### src/rtl/alu_decode_stage.sv
// Registered RV32IM decode/issue stage feeding the one-hot ALU interface.
// Output register plus a one-entry skid buffer keep full throughput under backpressure.
module alu_decode_stage #(
    parameter int XLEN = 32,
    parameter int OPW  = 16,
    parameter int CNTW = 32
) (
    input  logic            clk,
    input  logic            rst,
    input  logic            flush,
    input  logic            in_valid,
    output logic            in_ready,
    input  logic [31:0]     in_instr,
    input  logic [XLEN-1:0] in_rs1_data,
    input  logic [XLEN-1:0] in_rs2_data,
    output logic            out_valid,
    input  logic            out_ready,
    output logic [XLEN-1:0] out_in1,
    output logic [XLEN-1:0] out_in2,
    output logic [OPW-1:0]  out_instructions,
    output logic [4:0]      out_rd,
    output logic            out_illegal,
    output logic [CNTW-1:0] issued_count
);

    typedef enum logic [3:0] {
        ALU_ADD  = 4'd0,
        ALU_SUB  = 4'd1,
        ALU_XOR  = 4'd2,
        ALU_OR   = 4'd3,
        ALU_AND  = 4'd4,
        ALU_SLL  = 4'd5,
        ALU_SRL  = 4'd6,
        ALU_SRA  = 4'd7,
        ALU_SLT  = 4'd8,
        ALU_SLTU = 4'd9,
        ALU_MUL  = 4'd10,
        ALU_DIV  = 4'd11,
        ALU_REM  = 4'd12
    } alu_op_e;

    typedef struct packed {
        logic [XLEN-1:0] in1;
        logic [XLEN-1:0] in2;
        logic [OPW-1:0]  ops;
        logic [4:0]      rd;
        logic            illegal;
    } entry_t;

    localparam logic [6:0] OPC_OP     = 7'b0110011;
    localparam logic [6:0] OPC_OP_IMM = 7'b0010011;
    localparam logic [6:0] F7_BASE    = 7'b0000000;
    localparam logic [6:0] F7_ALT     = 7'b0100000;
    localparam logic [6:0] F7_MULDIV  = 7'b0000001;

    logic [6:0] opcode;
    logic [2:0] funct3;
    logic [6:0] funct7;

    assign opcode = in_instr[6:0];
    assign funct3 = in_instr[14:12];
    assign funct7 = in_instr[31:25];

    // rs1 index is resolved by the register-read stage, so its field is not needed here.
    logic unused_rs1_field;
    assign unused_rs1_field = ^in_instr[19:15];

    alu_op_e dec_op;
    logic    dec_legal;
    entry_t  dec;

    // NOTE: every always_comb output gets a default first; a path that skips an assignment would infer a latch.
    always_comb begin
        dec_op    = ALU_ADD;
        dec_legal = 1'b0;
        dec.in1   = in_rs1_data;
        dec.in2   = in_rs2_data;
        dec.rd    = in_instr[11:7];

        case (opcode)
            OPC_OP: begin
                case (funct7)
                    F7_BASE: begin
                        dec_legal = 1'b1;
                        case (funct3)
                            3'b000:  dec_op = ALU_ADD;
                            3'b001:  dec_op = ALU_SLL;
                            3'b010:  dec_op = ALU_SLT;
                            3'b011:  dec_op = ALU_SLTU;
                            3'b100:  dec_op = ALU_XOR;
                            3'b101:  dec_op = ALU_SRL;
                            3'b110:  dec_op = ALU_OR;
                            default: dec_op = ALU_AND;
                        endcase
                    end
                    F7_ALT: begin
                        case (funct3)
                            3'b000: begin
                                dec_op    = ALU_SUB;
                                dec_legal = 1'b1;
                            end
                            3'b101: begin
                                dec_op    = ALU_SRA;
                                dec_legal = 1'b1;
                            end
                            default: dec_legal = 1'b0;
                        endcase
                    end
                    F7_MULDIV: begin
                        case (funct3)
                            3'b000: begin
                                dec_op    = ALU_MUL;
                                dec_legal = 1'b1;
                            end
                            3'b100: begin
                                dec_op    = ALU_DIV;
                                dec_legal = 1'b1;
                            end
                            3'b110: begin
                                dec_op    = ALU_REM;
                                dec_legal = 1'b1;
                            end
                            default: dec_legal = 1'b0;
                        endcase
                    end
                    default: dec_legal = 1'b0;
                endcase
            end

            OPC_OP_IMM: begin
                dec.in2 = {{(XLEN-12){in_instr[31]}}, in_instr[31:20]};
                case (funct3)
                    3'b000: begin
                        dec_op    = ALU_ADD;
                        dec_legal = 1'b1;
                    end
                    3'b010: begin
                        dec_op    = ALU_SLT;
                        dec_legal = 1'b1;
                    end
                    3'b011: begin
                        dec_op    = ALU_SLTU;
                        dec_legal = 1'b1;
                    end
                    3'b100: begin
                        dec_op    = ALU_XOR;
                        dec_legal = 1'b1;
                    end
                    3'b110: begin
                        dec_op    = ALU_OR;
                        dec_legal = 1'b1;
                    end
                    3'b111: begin
                        dec_op    = ALU_AND;
                        dec_legal = 1'b1;
                    end
                    3'b001: begin
                        dec.in2   = {{(XLEN-5){1'b0}}, in_instr[24:20]};
                        dec_op    = ALU_SLL;
                        dec_legal = (funct7 == F7_BASE);
                    end
                    default: begin
                        // Shift-right family: funct7 selects logical vs arithmetic.
                        dec.in2   = {{(XLEN-5){1'b0}}, in_instr[24:20]};
                        dec_op    = (funct7 == F7_ALT) ? ALU_SRA : ALU_SRL;
                        dec_legal = (funct7 == F7_BASE) || (funct7 == F7_ALT);
                    end
                endcase
            end

            default: dec_legal = 1'b0;
        endcase

        dec.ops     = dec_legal ? ({{(OPW-1){1'b0}}, 1'b1} << dec_op) : '0;
        dec.illegal = !dec_legal;
    end

    entry_t          out_q, out_n;
    entry_t          skid_q;
    logic            out_valid_q, out_valid_n;
    logic            skid_valid_q, skid_valid_n;
    logic            in_ready_q;
    logic            load_skid;
    logic            in_fire, out_fire, out_free;
    logic            count_en;
    logic [CNTW-1:0] count_q;

    assign in_fire  = in_valid && in_ready_q && !flush;
    assign out_fire = out_valid_q && out_ready;
    assign out_free = !out_valid_q || out_fire;
    assign count_en = out_fire && !out_q.illegal && !flush;

    always_comb begin
        out_n        = out_q;
        out_valid_n  = out_valid_q;
        skid_valid_n = skid_valid_q;
        load_skid    = 1'b0;

        if (flush) begin
            out_valid_n  = 1'b0;
            skid_valid_n = 1'b0;
        end else if (out_free) begin
            // A held skid entry always has priority; in_ready is low whenever it is full.
            if (skid_valid_q) begin
                out_n        = skid_q;
                out_valid_n  = 1'b1;
                skid_valid_n = 1'b0;
            end else if (in_fire) begin
                out_n       = dec;
                out_valid_n = 1'b1;
            end else begin
                out_valid_n = 1'b0;
            end
        end else if (in_fire) begin
            load_skid    = 1'b1;
            skid_valid_n = 1'b1;
        end
    end

    // NOTE: sequential state uses non-blocking assignments so every flop samples pre-edge values.
    always_ff @(posedge clk or posedge rst) begin
        if (rst) begin
            out_q        <= '0;
            out_valid_q  <= 1'b0;
            skid_valid_q <= 1'b0;
            in_ready_q   <= 1'b1;
            count_q      <= '0;
        end else begin
            out_q        <= out_n;
            out_valid_q  <= out_valid_n;
            skid_valid_q <= skid_valid_n;
            in_ready_q   <= !skid_valid_n;
            if (count_en) begin
                count_q <= count_q + 1'b1;
            end
        end
    end

    // NOTE: the skid payload is storage guarded by skid_valid_q, so it carries no reset.
    always_ff @(posedge clk) begin
        if (load_skid) begin
            skid_q <= dec;
        end
    end

    assign in_ready         = in_ready_q;
    assign out_valid        = out_valid_q;
    assign out_in1          = out_q.in1;
    assign out_in2          = out_q.in2;
    assign out_instructions = out_q.ops;
    assign out_rd           = out_q.rd;
    assign out_illegal      = out_q.illegal;
    assign issued_count     = count_q;

endmodule

### config.mk
export PLATFORM = sky130hd
export DESIGN_NAME = alu_decode_stage
export DESIGN_NICKNAME = d
export VERILOG_FILES = /design/src/rtl/alu_decode_stage.sv
export SDC_FILE = /design/constraint.sdc
export NUM_CORES = 1
export LEC_CHECK = 0
export CAP_MARGIN = 5
export CORE_MARGIN = 2
export CORE_UTILIZATION = 50
export DETAILED_ROUTE_END_ITERATION = 12
export HOLD_SLACK_MARGIN = 0.15
export PLACE_DENSITY = 0.85
export SKIP_LAST_GASP = 1
export SLEW_MARGIN = 20
export SYNTH_ARGS = -nofsm -noshare
export SYNTH_HDL_FRONTEND = slang
export SYNTH_SLANG_ARGS = --single-unit
### constraint.sdc
create_clock -name clk -period 8.37 [get_ports clk]
set_input_delay 1.674 -clock clk [delete_from_list [all_inputs] [get_ports clk]]
set_output_delay 1.674 -clock clk [all_outputs]
set_load 0.03 [all_outputs]
[After elaboration in Yosys (flattened, before gate mapping)]
Index checks and enable logic that the tools add are counted.
Storage, ports and cells
  flip-flop bits (word level): 207
  input bits: 101
  output and inout port bits: 120
Operators by class
  add/subtract/negate cells: 1
  equality and inequality tests: 11
  shift-type cells: 1
  multiplexer cells: 26
  bitwise gates (word level): 1
  reduce and logical (&&, ||, !) cells: 20
Operators with widths (count)
  two-way mux 86 bit: 2
  two-way mux 32 bit: 2
  case mux 4 bit (7 select lines): 2
  adder 32 x 1 -> 32 bit, second input constant: 1
  case mux 4 bit (3 select lines): 2
  two-way mux 16 bit: 1
  left shift 1 x 4 -> 16 bit, first input constant: 1
  equality test 7 x 6 -> 1 bit, second input constant: 2
  equality test 3 bit, second input constant: 4
  two-way mux 1 bit: 12
  case mux 4 bit (2 select lines): 1
  equality test 7 x 1 -> 1 bit, second input constant: 1
  equality test 7 x 5 -> 1 bit, second input constant: 1
  logical NOT 7 bit: 1
  equality test 3 x 2 -> 1 bit, second input constant: 2
  case mux 3 bit (2 select lines): 1
  OR reduction 6 bit: 1
  logical AND 1 bit: 5
  logical NOT 1 bit: 5
  case mux 1 bit (2 select lines): 2
  nonzero test 2 bit: 2
  equality test 3 x 1 -> 1 bit, second input constant: 1
  logical NOT 3 bit: 1
  case mux 1 bit (3 select lines): 1
  5 further kinds: 6

[Logic depth before layout (Yosys ltp)]
  depth after elaboration: 8
  depth in mapped cells: 9
  depth with buffers taken out: 6

[Worst setup path after synthesis]
No wires, ideal clock.
  path type: in2reg
  from: input out_ready
  to: register skid_q[0] (netlist name), enable pin
  data arrival time: 7741 ps
  required time: 7733 ps
  slack: -8 ps
  stages: 2
  buffers on the path: 0
  cell sequence: nand2b_1 > nor3_1
Between the ends
  longest elaborated chain between the ends: 4
Ends and longest elaborated chain
  start: declaration: RTL line 17  | input logic out_ready,
  logical AND 1 bit: RTL line 189  | assign out_fire = out_valid_q && out_ready;
  logical OR 1 bit: RTL line 190  | assign out_free = !out_valid_q || out_fire;
  two-way mux 1 bit: RTL line 202  | end else if (out_free) begin
  two-way mux 1 bit: RTL line 199  | if (flush) begin
  net load_skid: RTL line 183  | logic load_skid;
  end signal: assignment: RTL line 242  | skid_q <= dec;
  end: declaration: RTL line 179  | entry_t skid_q;
The timed path passes the listed nets, and every way through them passes these cells.
A chain may end at the register's enable or synchronous reset.

[Final worst setup path]
  from: input in_instr[4]
  to: register out_q (netlist bit out_instructions[11])
Between the ends
  longest elaborated chain between the ends: 6
Ends and longest elaborated chain
  start: declaration: RTL line 13  | input logic [31:0] in_instr,
  equality test 7 x 5 -> 1 bit / equality test 7 x 6 -> 1 bit (equally long branches): RTL line 80  | case (opcode)
  case mux 4 bit (2 select lines): RTL line 80
  left shift 1 x 4 -> 16 bit: RTL line 174  | dec.ops = dec_legal ? ({{(OPW-1){1'b0}}, 1'b1} << dec_op) : '0;
  two-way mux 16 bit *: RTL line 174
  two-way mux 86 bit *: RTL line 208  | end else if (in_fire) begin
  two-way mux 86 bit *: RTL line 204  | if (skid_valid_q) begin
  end signal: assignment: RTL line 229  | out_q <= out_n;
  end: declaration: RTL line 178  | entry_t out_q, out_n;
Every way passes the cells marked *; elsewhere a longest branch is shown, timed or not. The select of a mux whose other input is x is not followed.

==> summary.md <==
| Metric | Value |
|---|---|
| Status | finished, final reports clean |
| DRC errors left | 0 |
| Area contributors post-synth | dfrtp_1 (34%), edfxtp_1 (29%), mux2i_1 (8.0%), a21oi_1 (3.1%), nand2_1 (3.0%) |
| Worst path top cell family by delay | simple AND/OR/NAND/NOR gates |
| Crit-path max cell delay | 0.82 ns |
| First-pass GRT wire length | 32.9 mm |
| Normalized max-slew margin | 33.7% |
| Die Ht | 137 um |
| Largest net degree at the start of global routing | 93 |
| Syn Area/Cell | 11.9 sq um |
| Synth Flop Type | dfrtp_1 |
| Layout cell share with drive strength beyond 1 | 5.94% |
| Via count | 6,411 |
| Slew @ Worst Pin | 0.994 ns |
| Pins Over Slew Limit | 0 |
| Register area share after synthesis | 63.1% |
| Setup WS pre-CTS | 3.77 ns |
| RSZ-0062 raised after global routing | false |
| Port Buffers | 215 |
| DRT antenna net count | 0 |
| Setup Crit Path Kind | primary input to flop |
| Initial antenna violation count | 0 |
| Most frequent cell after synthesis | dfrtp_1 |
| Area grow syn2layout | 33.5% |
| Async SR Flop Fraction | 58.5% |
| Power per cell area | 218 nW/um^2 |
| DP HPWL | 14.2 mm |
| Leak pwr | 4.62 nW |
| Crit path cell chain | clkdlybuf4s50_1 > nor2b_1 > nand3_2 > a21oi_1 > o21ai_2 > or3_1 > a21oi_1 |
| Post-synth EDFFs | 86 |
| Post-synthesis cell type count | 55 |
| Crit Path Max Fanout | 42 |
| Setup_tns | 0 ns |
| Setup violators final | 0 |
| PnR worst setup slack | 4.24 ns |
| Final WL | 21.1 mm |
| # rows | 48 |
| CORE AREA | 17,400 sq um |
| Cell Area, Synth | 8900 sq um |
| Worst min path class | flop to flop |
| Clock Tree Buf Depth | 3 |
| Crit end category | flop |
| Final Net Count | 1,046 |
| Final Hold Vio Count | 0 |
| Clock Sinks | 207 |
| Routed vias/inst | 5.41 |
| CP startpoint kind | primary input |
| Drt first pass iters | 5 |
| Top post-synthesis cells by count | dfrtp_1 (120), edfxtp_1 (86), mux2i_1 (71), nand2_1 (71), nor2_1 (67) |
| H-tree depth | 1 |
| Data required, critical path | 8.78 ns |
| # IOs | 221 |
| Worst clock skew | 0.00567 ns |
| Horiz. Die Dim | 137 um |
| TritonCTS clock tree | done |
| Syn Inst Count | 745 |
| CP max stage cell | nand3_2 |
| Peak Freq | 242 MHz |
| Synth top area share | 33.7% |
| #FFs+latches synth | 207 |
| Post-layout min period | 4.13 ns |
| Per-cell routed wire length | 17.8 um |
| CP Data Arrival Time | 4.54 ns |
| CTS Hold Bufs | 0 |
| Crit path buf inv count | 1 |
| Max cap viols | 0 |
| Part of the cycle the worst path needs | 49.3% |
| DR iter-0 viols | 343 |
| Remaining global-route overflow | 0 |
| Num CTS Buffers | 22 |
| Syn. warnings | 0 |
| Root Buffer | clkbuf_16 |
| GP Congestion | 0.861 |
| Worst skew pair latency | 0.49 ns |
| CTS clock-pin slew for the worst setup and hold paths | 0.05 ns |
| Initial Utilization | 51.3% |
| VDD IR-drop max | 0.145 mV |
| Finished Cell Area | 11,900 sq um |
| Vias in the first global route | 6,504 |
| GRT Util Overall | 22.1% |
| Yosys top cell by area | dfrtp_1 |
| Most used cell, CP | a21oi_1 |
| Setup bufs post-CTS | 0 |
| Hold Slack | 0.463 ns |
| Die ar. | 18,900 sq um |
| Cts repair resizes | 0 |
| Area post-placement | 11,200 sq um |
layer usage:
metal | global-route usage [%] | wire length (um)
met5 | 0 | 0
met3 | 3.50 | 1230
met1 | 28.4 | 8630
met4 | 6.59 | 424
met2 | 38.8 | 10800
layout make-up:
class | instances | area (sq um)
Inverter | 8 | 32.5
Fill cell | 1253 | 5480
Tap cell | 225 | 282
Clock inverter | 2 | 8.76
Clock buffer | 38 | 663
Multi-Input combinational cell | 484 | 3080
Timing Repair Buffer | 221 | 2200
Antenna cell | 1 | 2.50
Sequential cell | 207 | 5620
layout by cell type, fill, tap and decap left out, types with 22 or more instances in the layout:
master,synthesis,final
xnor2_1,23,23
nand2_1,71,70
edfxtp_1,86,86
a21oi_1,56,56
clkdlybuf4s50_1,0,215
o21ai_0,42,42
nor2_1,67,67
a21o_1,22,22
dfrtp_1,120,119
mux2i_1,71,71
clkbuf_16,0,24
registers in the layout (all words and copies together) (netlist names), 5 cells and up:
register,count
skid_q,86
issued_count,32
out_in1,32
out_in2,32
out_instructions,16
out_rd,5
power by group:
group,leakage (nW),switching (mW),internal (mW)
clock network,0.324,0.369,0.536
logic,2.04,0.289,0.212
registers,2.25,0.0486,1.14
total,4.62,0.707,1.88
path summary, 6_finish.rpt:
check	start	cells past startpoint	to	slack [ns]
setup / recovery	in_instr[4]	7	out_instructions[11]$_DFFE_PP0P_	4.24
hold / removal	out_instructions[15]$_DFFE_PP0P_	2	out_instructions[15]$_DFFE_PP0P_	0.46
setup reg to reg	skid_valid_q$_DFF_PP0_	5	out_instructions[8]$_DFFE_PP0P_	5.59
hold reg to reg	out_instructions[15]$_DFFE_PP0P_	2	out_instructions[15]$_DFFE_PP0P_	0.46
max in group asynchronous	rst	3	issued_count[18]$_DFFE_PP0P_	5.39
min in group asynchronous	rst	2	out_in1[20]$_DFFE_PP0P_	1.70
per-stage QoR:
| step | utilization, % | instances | power, mW |
|---|---|---|---|
| 6_report | 68.4 | 1186 | 2.59 |
| 5_1_grt | 68.4 | 1185 | 2.69 |
| 4_1_cts | 68.4 | 1185 | 2.62 |
| 3_5_place_dp | 64.5 | 1145 | 1.71 |
| 3_3_place_gp | 64.5 | 1145 | 1.69 |
| 2_1_floorplan | - | 747 | 1.46 |
kinds of logic after synthesis:
group           share of synthesized area [%]
simple gates                             12.3
flops                                    63.1
compound gates                           9.84
mux                                      8.75
buf+inv                                  2.73
xor+xnor                                 3.15
fa+ha+maj                               0.141
other cells                            0.0421
tightest hold or removal path, cell delays in order (launching register included):
cell and delay, ns:
dfrtp_1 0.34, nand2_1 0.05, nand2_1 0.04
No activity file was read; power rests on OpenSTA's default activity.
